## src/rtl/biriscv_mul_pipe_if.sv

```systemverilog
// Issue, control and writeback bundle for the pipelined RV32M multiplier.
// Signal names match the original flat port list for drop-in compatibility.
interface biriscv_mul_pipe_if #(
  parameter int unsigned REG_IDX_W = 5
);
  logic                      opcode_valid_i;
  logic [31:0]               opcode_opcode_i;
  logic [REG_IDX_W-1:0]      opcode_rd_idx_i;
  logic [31:0]               opcode_ra_operand_i;
  logic [31:0]               opcode_rb_operand_i;
  logic                      hold_i;
  logic                      flush_i;
  logic                      writeback_valid_o;
  logic [REG_IDX_W-1:0]      writeback_rd_idx_o;
  logic [31:0]               writeback_value_o;
  logic                      busy_o;
  logic [2**REG_IDX_W-1:0]   pending_rd_o;

  modport master (
    output opcode_valid_i, opcode_opcode_i, opcode_rd_idx_i,
           opcode_ra_operand_i, opcode_rb_operand_i, hold_i, flush_i,
    input  writeback_valid_o, writeback_rd_idx_o, writeback_value_o,
           busy_o, pending_rd_o
  );

  modport slave (
    input  opcode_valid_i, opcode_opcode_i, opcode_rd_idx_i,
           opcode_ra_operand_i, opcode_rb_operand_i, hold_i, flush_i,
    output writeback_valid_o, writeback_rd_idx_o, writeback_value_o,
           busy_o, pending_rd_o
  );
endinterface

```

## src/rtl/biriscv_mul_pipe.sv

```systemverilog
// Pipelined RV32M multiplier (MUL/MULH/MULHSU/MULHU) with MULT_STAGES-cycle
// latency, stall, flush and a one-hot pending-rd vector for hazard checks.
module biriscv_mul_pipe #(
  parameter int unsigned MULT_STAGES = 2,
  parameter int unsigned REG_IDX_W   = 5
) (
  input logic               clk,
  input logic               rst_n,
  biriscv_mul_pipe_if.slave mul_if
);

  localparam logic [31:0] MUL_MASK    = 32'hfe00707f;
  localparam logic [31:0] INST_MUL    = 32'h02000033;
  localparam logic [31:0] INST_MULH   = 32'h02001033;
  localparam logic [31:0] INST_MULHSU = 32'h02002033;
  localparam logic [31:0] INST_MULHU  = 32'h02003033;

  typedef enum logic [1:0] {OP_MUL, OP_MULH, OP_MULHSU, OP_MULHU} mul_op_e;

  mul_op_e               op_sel;
  logic                  op_match;
  logic                  accept;
  logic [32:0]           a_ext;
  logic [32:0]           b_ext;
  logic                  hi_sel;

  logic                  s1_valid;
  logic [REG_IDX_W-1:0]  s1_rd;
  logic [32:0]           s1_a;
  logic [32:0]           s1_b;
  logic                  s1_hi;

  logic signed [63:0]    a_wide;
  logic signed [63:0]    b_wide;
  logic signed [63:0]    prod;
  logic [31:0]           result_d;

  logic                  stg_valid [2:MULT_STAGES];
  logic [REG_IDX_W-1:0]  stg_rd    [2:MULT_STAGES];
  logic [31:0]           stg_res   [2:MULT_STAGES];

  logic                    busy;
  logic [2**REG_IDX_W-1:0] pending;

  always_comb begin
    op_match = 1'b0;
    op_sel   = OP_MUL;
    case (mul_if.opcode_opcode_i & MUL_MASK)
      INST_MUL:    begin op_match = 1'b1; op_sel = OP_MUL;    end
      INST_MULH:   begin op_match = 1'b1; op_sel = OP_MULH;   end
      INST_MULHSU: begin op_match = 1'b1; op_sel = OP_MULHSU; end
      INST_MULHU:  begin op_match = 1'b1; op_sel = OP_MULHU;  end
      default:     ;
    endcase
  end

  assign accept = mul_if.opcode_valid_i & op_match & ~mul_if.hold_i & ~mul_if.flush_i;

  // Non-accepted cycles feed zero operands so a bubble carries no stale data.
  always_comb begin
    a_ext  = '0;
    b_ext  = '0;
    hi_sel = 1'b0;
    if (accept) begin
      case (op_sel)
        OP_MULH: begin
          a_ext  = {mul_if.opcode_ra_operand_i[31], mul_if.opcode_ra_operand_i};
          b_ext  = {mul_if.opcode_rb_operand_i[31], mul_if.opcode_rb_operand_i};
          hi_sel = 1'b1;
        end
        OP_MULHSU: begin
          a_ext  = {mul_if.opcode_ra_operand_i[31], mul_if.opcode_ra_operand_i};
          b_ext  = {1'b0, mul_if.opcode_rb_operand_i};
          hi_sel = 1'b1;
        end
        OP_MULHU: begin
          a_ext  = {1'b0, mul_if.opcode_ra_operand_i};
          b_ext  = {1'b0, mul_if.opcode_rb_operand_i};
          hi_sel = 1'b1;
        end
        default: begin
          a_ext  = {1'b0, mul_if.opcode_ra_operand_i};
          b_ext  = {1'b0, mul_if.opcode_rb_operand_i};
          hi_sel = 1'b0;
        end
      endcase
    end
  end

  always_ff @(posedge clk or negedge rst_n) begin
    if (!rst_n) begin
      s1_valid <= 1'b0;
      s1_rd    <= '0;
      s1_a     <= '0;
      s1_b     <= '0;
      s1_hi    <= 1'b0;
    end else begin
      if (!mul_if.hold_i) begin
        s1_a  <= a_ext;
        s1_b  <= b_ext;
        s1_hi <= hi_sel;
        s1_rd <= accept ? mul_if.opcode_rd_idx_i : '0;
      end
      if (mul_if.flush_i)
        s1_valid <= 1'b0;
      else if (!mul_if.hold_i)
        s1_valid <= accept;
    end
  end

  // Only the low 64 bits of the 66-bit signed product are ever selected,
  // so the product is formed directly at 64 bits from sign-extended operands.
  assign a_wide   = {{31{s1_a[32]}}, s1_a};
  assign b_wide   = {{31{s1_b[32]}}, s1_b};
  assign prod     = a_wide * b_wide;
  assign result_d = s1_hi ? prod[63:32] : prod[31:0];

  always_ff @(posedge clk or negedge rst_n) begin
    if (!rst_n) begin
      for (int unsigned i = 2; i <= MULT_STAGES; i++) begin
        stg_valid[i] <= 1'b0;
        stg_rd[i]    <= '0;
        stg_res[i]   <= '0;
      end
    end else begin
      if (!mul_if.hold_i) begin
        stg_rd[2]  <= s1_rd;
        stg_res[2] <= result_d;
        for (int unsigned i = 3; i <= MULT_STAGES; i++) begin
          stg_rd[i]  <= stg_rd[i-1];
          stg_res[i] <= stg_res[i-1];
        end
      end
      if (mul_if.flush_i) begin
        for (int unsigned i = 2; i <= MULT_STAGES; i++)
          stg_valid[i] <= 1'b0;
      end else if (!mul_if.hold_i) begin
        stg_valid[2] <= s1_valid;
        for (int unsigned i = 3; i <= MULT_STAGES; i++)
          stg_valid[i] <= stg_valid[i-1];
      end
    end
  end

  always_comb begin
    busy    = s1_valid;
    pending = '0;
    if (s1_valid)
      pending[s1_rd] = 1'b1;
    for (int unsigned i = 2; i <= MULT_STAGES; i++) begin
      busy = busy | stg_valid[i];
      if (stg_valid[i])
        pending[stg_rd[i]] = 1'b1;
    end
    pending[0] = 1'b0;
  end

  assign mul_if.writeback_valid_o  = stg_valid[MULT_STAGES];
  assign mul_if.writeback_rd_idx_o = stg_rd[MULT_STAGES];
  assign mul_if.writeback_value_o  = stg_valid[MULT_STAGES] ? stg_res[MULT_STAGES] : '0;
  assign mul_if.busy_o             = busy;
  assign mul_if.pending_rd_o       = pending;

endmodule
```

## src/flat_wrapper.sv

```systemverilog
// flat-port wrapper written by rule: the top's interface ports become plain ports
module biriscv_mul_pipe_flat 
#(
  parameter int unsigned MULT_STAGES = 2,
  parameter int unsigned REG_IDX_W   = 5
)
  (clk, rst_n, mul_if_opcode_valid_i, mul_if_opcode_opcode_i, mul_if_opcode_rd_idx_i, mul_if_opcode_ra_operand_i, mul_if_opcode_rb_operand_i, mul_if_hold_i, mul_if_flush_i, mul_if_writeback_valid_o, mul_if_writeback_rd_idx_o, mul_if_writeback_value_o, mul_if_busy_o, mul_if_pending_rd_o);
  biriscv_mul_pipe_if #(.REG_IDX_W(REG_IDX_W)) mul_if_i ();
  input logic clk;
  input logic rst_n;
  input wire logic [$bits(mul_if_i.opcode_valid_i)-1:0] mul_if_opcode_valid_i;
  input wire logic [$bits(mul_if_i.opcode_opcode_i)-1:0] mul_if_opcode_opcode_i;
  input wire logic [$bits(mul_if_i.opcode_rd_idx_i)-1:0] mul_if_opcode_rd_idx_i;
  input wire logic [$bits(mul_if_i.opcode_ra_operand_i)-1:0] mul_if_opcode_ra_operand_i;
  input wire logic [$bits(mul_if_i.opcode_rb_operand_i)-1:0] mul_if_opcode_rb_operand_i;
  input wire logic [$bits(mul_if_i.hold_i)-1:0] mul_if_hold_i;
  input wire logic [$bits(mul_if_i.flush_i)-1:0] mul_if_flush_i;
  output wire logic [$bits(mul_if_i.writeback_valid_o)-1:0] mul_if_writeback_valid_o;
  output wire logic [$bits(mul_if_i.writeback_rd_idx_o)-1:0] mul_if_writeback_rd_idx_o;
  output wire logic [$bits(mul_if_i.writeback_value_o)-1:0] mul_if_writeback_value_o;
  output wire logic [$bits(mul_if_i.busy_o)-1:0] mul_if_busy_o;
  output wire logic [$bits(mul_if_i.pending_rd_o)-1:0] mul_if_pending_rd_o;
  assign mul_if_i.opcode_valid_i = mul_if_opcode_valid_i;
  assign mul_if_i.opcode_opcode_i = mul_if_opcode_opcode_i;
  assign mul_if_i.opcode_rd_idx_i = mul_if_opcode_rd_idx_i;
  assign mul_if_i.opcode_ra_operand_i = mul_if_opcode_ra_operand_i;
  assign mul_if_i.opcode_rb_operand_i = mul_if_opcode_rb_operand_i;
  assign mul_if_i.hold_i = mul_if_hold_i;
  assign mul_if_i.flush_i = mul_if_flush_i;
  assign mul_if_writeback_valid_o = mul_if_i.writeback_valid_o;
  assign mul_if_writeback_rd_idx_o = mul_if_i.writeback_rd_idx_o;
  assign mul_if_writeback_value_o = mul_if_i.writeback_value_o;
  assign mul_if_busy_o = mul_if_i.busy_o;
  assign mul_if_pending_rd_o = mul_if_i.pending_rd_o;
  biriscv_mul_pipe #(.MULT_STAGES(MULT_STAGES), .REG_IDX_W(REG_IDX_W)) u_core (.clk(clk), .rst_n(rst_n), .mul_if(mul_if_i));
endmodule
```

## config.mk

```make
export PLATFORM = sky130hd
export DESIGN_NAME = biriscv_mul_pipe_flat
export DESIGN_NICKNAME = d
export VERILOG_FILES = /design/src/rtl/biriscv_mul_pipe_if.sv /design/src/rtl/biriscv_mul_pipe.sv /design/src/flat_wrapper.sv
export SDC_FILE = /design/constraint.sdc
export NUM_CORES = 2
export LEC_CHECK = 0
export BUFFER_PORTS_ARGS = -buffer_cell sky130_fd_sc_hd__buf_2
export CAP_MARGIN = 20
export CORE_ASPECT_RATIO = 1.5
export CORE_UTILIZATION = 66
export CTS_CLUSTER_SIZE = 40
export DETAILED_ROUTE_END_ITERATION = 8
export PLACE_DENSITY = 0.84
export SYNTH_ARGS = -nofsm -noshare
export SYNTH_HDL_FRONTEND = slang
export SYNTH_SLANG_ARGS = --single-unit
export TNS_END_PERCENT = 50
```

## constraint.sdc

```tcl
create_clock -name clk -period 10 [get_ports clk]
set_clock_uncertainty 0.15 [all_clocks]
set_input_delay 1.5 -clock clk [delete_from_list [all_inputs] [get_ports clk]]
set_output_delay 1.5 -clock clk [all_outputs]
set_load 0.02 [all_outputs]
```

==> results.json <==
{
  "outcome": "finished clean",
  "nNetsFinal": 6044,
  "period_minus_slack_ns": 8.738,
  "cts_buffer_depth": 2,
  "areaGrowthSynthToFinish_pct": 4.345,
  "yosysTopAreaCell": "fa_1",
  "post_cts_buffers": 0,
  "grt_usage_pct": 36.66,
  "cts_max_level": 3,
  "overflow": 0,
  "synthSimpleGateAreaFrac_pct": 15.91,
  "p_per_area_mw_per_mm2": 20.51,
  "core_area_mm2": 0.06461,
  "cts_made_buffers": 9,
  "yosysWarnings": 0,
  "cp.required_ns": 10.16,
  "fin_cells": 5476,
  "ir_drop_uv": 111.6,
  "synthMuxAreaShare_pct": 0.5174,
  "ys_seq_area_share_pct": 6.417,
  "die_x_um": 211.1,
  "firstDrtPassIters": 7,
  "ant_nets": 0,
  "worstMarginPinSlew_ns": 1.200,
  "syn_avg_cell_area_um2": 9.393,
  "synth_commonest_cells": "fa_1, inv_1, nand2_1, and2_1, clkbuf_1",
  "synthCells": 4608,
  "final_cell_area_mm2": 0.04516,
  "antenna_found_initial": 0,
  "cp-end-kind": "flip-flop",
  "cts_num_sinks": 111,
  "place_congestion": 0.9609,
  "initial_core_util_pct": 66.99,
  "clkSlewWorstSetupHoldPaths_ns": 0.09,
  "vias": 32140,
  "timing.setup.tns_ns": 0,
  "grt_pass1_vias": 36440,
  "die_area_mm2": 0.06663,
  "synth-seq-cells": 111,
  "rsz0062_at_grt": "no",
  "synthTopCellsByArea": "fa_1, inv_1, and2_1, dfrtp_1, ha_1",
  "p_leak_uw": 0.02413,
  "die_height_um": 315.6,
  "fp-row-count": 114,
  "layout-drive-gt1-share_pct": 6.516,
  "synthXorXnorAreaFrac_pct": 1.396,
  "clock_latency_ns": 0.44,
  "synth-compound-area-share_pct": 5.568,
  "setup_violations": 0,
  "yosysMostFrequentCell": "fa_1",
  "path_max_fanout": 23,
  "start_kind": "flip-flop",
  "period_share_pct": 87.38,
  "ys.flop_type": "dfrtp_1",
  "worstHoldPathType": "reg2reg",
  "viasPerCell": 5.870,
  "grt_pass1_wl_um": 185200,
  "maxClockFrequency_mhz": 114.4,
  "syn_area_mm2": 0.04328,
  "ctsHoldBuffers": 0,
  "syn_nets": 6053,
  "synth_top_area_share_pct": 52.03,
  "place_inst": 5456,
  "nFillCells": 4763,
  "grt_max_degree": 80,
  "ys_types": 74,
  "cts_tree": "built",
  "root_buffer": "clkbuf_16",
  "post-dp-hpwl_um": 95500,
  "worstPathArrival_ns": 8.90,
  "slew_headroom_pct": 19.98,
  "yosys.area_share.adder_pct": 58.22,
  "async_reset_ff_share_pct": 100.0,
  "rrSetupSlack_ns": 1.26,
  "drc": 0,
  "hold_violations": 0,
  "multiInputGateArea_mm2": 0.03533,
  "drv_cap": 0,
  "drt_iter0_drc": 1965,
  "synth_edf_count": 0,
  "cts.repair.resized": 0,
  "wl_per_cell_um": 20.89,
  "post_dp_cell_area_mm2": 0.04480,
  "slew_violations": 0,
  "wirelength_um": 114400,
  "synth_top_family_by_area": "adder cells",
  "seqCellArea_mm2": 0.002779,
  "io_pins": 177,
  "io_buffers": 160,
  "critical_path_class": "reg2reg"
}
==> metrics by stage <==
| stage | utilization (%) | hold slack, ns | setup WS (ns) | total power, uW |
|---|---|---|---|---|
| finish | 69.90 | 0.3460 | 1.262 | 926.4 |
| global route | 69.89 | 0.3715 | 0.8951 | 946.1 |
| CTS | 69.82 | 0.3533 | 1.235 | 935.4 |
| detailed placement | 69.33 | 0.3234 | 1.256 | 509.9 |
| global placement | 69.33 | 0.3175 | 1.419 | 509.8 |
| floorplan | - | 0.2956 | 2.177 | 474.5 |
==> sequential cells by signal, indices dropped and copies added, names as in the netlist <==
register / flops
u_core.mul_if.writeback_rd_idx_o: 5
u_core.mul_if.writeback_valid_o: 1
u_core.s1_a: 33
u_core.s1_b: 33
u_core.s1_hi: 1
u_core.s1_rd: 5
u_core.s1_valid: 1
u_core.stg_res: 32
==> cell families (layout without fill, tap and decap cells) <==
kind of cell	after synthesis	after routing
AO/OA/AOI/OAI	342	342
other	1	3
AND/OR/NAND/NOR	1351	1351
multiplexers	21	21
XOR/XNOR	69	69
buffers and inverters	1374	1370
adder cells (fa/ha/maj)	1339	1339
flip-flops	111	111
==> critical path: stages, from the launching register on <==
cell and delay [ns]:
dfrtp_1 0.84, and2_1 0.29, fa_1 0.52, fa_1 0.64, fa_1 0.45, buf_4 0.21, fa_1 0.78, inv_1 0.38
fa_1 0.59, inv_1 0.06, fa_1 0.50, fa_1 0.49, inv_1 0.05, fa_1 0.47, inv_1 0.04, ha_1 0.42
a21o_1 0.21, a21oi_1 0.20, o211ai_1 0.12, o211ai_1 0.22, o21a_1 0.21, o21ai_2 0.10, o31ai_2 0.25, xnor2_1 0.10
a221o_1 0.32
==> path summary, 6_finish.rpt <==
kind / startpoint / to / depth (start not counted)
worst min-delay path: u_core.stg_res[3] / u_core.stg_res[3] / 2
worst max-delay path: u_core.s1_b[1] / u_core.stg_res[31] / 24
min in group asynchronous: rst_n / u_core.stg_res[7] / 1
worst max register to register: u_core.s1_b[1] / u_core.stg_res[31] / 24
max in group asynchronous: rst_n / u_core.s1_a[1] / 2
worst min register to register: u_core.stg_res[3] / u_core.stg_res[3] / 2
==> cell usage in the layout (no fill, tap or decap), types with 5 or more instances in the layout <==
master | netlist | layout
inv_1 | 1113 | 1113
o22ai_1 | 34 | 34
a21oi_1 | 67 | 67
o21bai_1 | 12 | 12
ha_1 | 214 | 214
a22o_1 | 69 | 69
o21ai_1 | 7 | 7
a211oi_1 | 12 | 12
a22oi_1 | 7 | 7
buf_4 | 1 | 79
nor3_1 | 17 | 17
buf_2 | 2 | 158
and2_1 | 568 | 568
xor2_1 | 24 | 24
mux2_2 | 10 | 10
nor2_1 | 47 | 47
or3b_2 | 6 | 6
nor2b_1 | 33 | 33
or3_1 | 6 | 6
a21o_1 | 22 | 22
nand4_1 | 14 | 14
fa_1 | 1125 | 1125
mux2i_1 | 10 | 10
nand2_1 | 588 | 588
clkbuf_16 | 0 | 9
nand3_1 | 20 | 20
nand3b_1 | 12 | 12
nand2b_1 | 17 | 17
o21ai_0 | 47 | 47
a31oi_1 | 5 | 5
dfrtp_1 | 111 | 110
o211ai_1 | 11 | 11
xnor2_1 | 45 | 45
o21a_1 | 5 | 5
==> final cells by class <==
type,count,area share [%]
antenna,2,0.01108
clock buffer,9,0.4987
clock inverter,7,0.2078
inverter,1113,9.250
multi-input combinational,3123,78.22
sequential,111,6.153
tap,870,2.410
timing repair buffer,241,3.247
==> metal layers <==
metal  up-vias  global-route usage (%)  share of wire (%)
li1      13380                       -                  -
met1     16570                   39.56                 32
met2      1583                   65.86                 53
met3       611                   5.075                6.6
met4         0                   26.30                8.1
met5         -                       0                  0
==> where the power goes <==
group / switching [uW] / internal (uW) / total [uW]
Clock: 241 / 184 / 425
Sequential: 2.63 / 451 / 454
Combinational: 30.5 / 16.7 / 47.3
No activity file was read; power rests on OpenSTA's default activity.
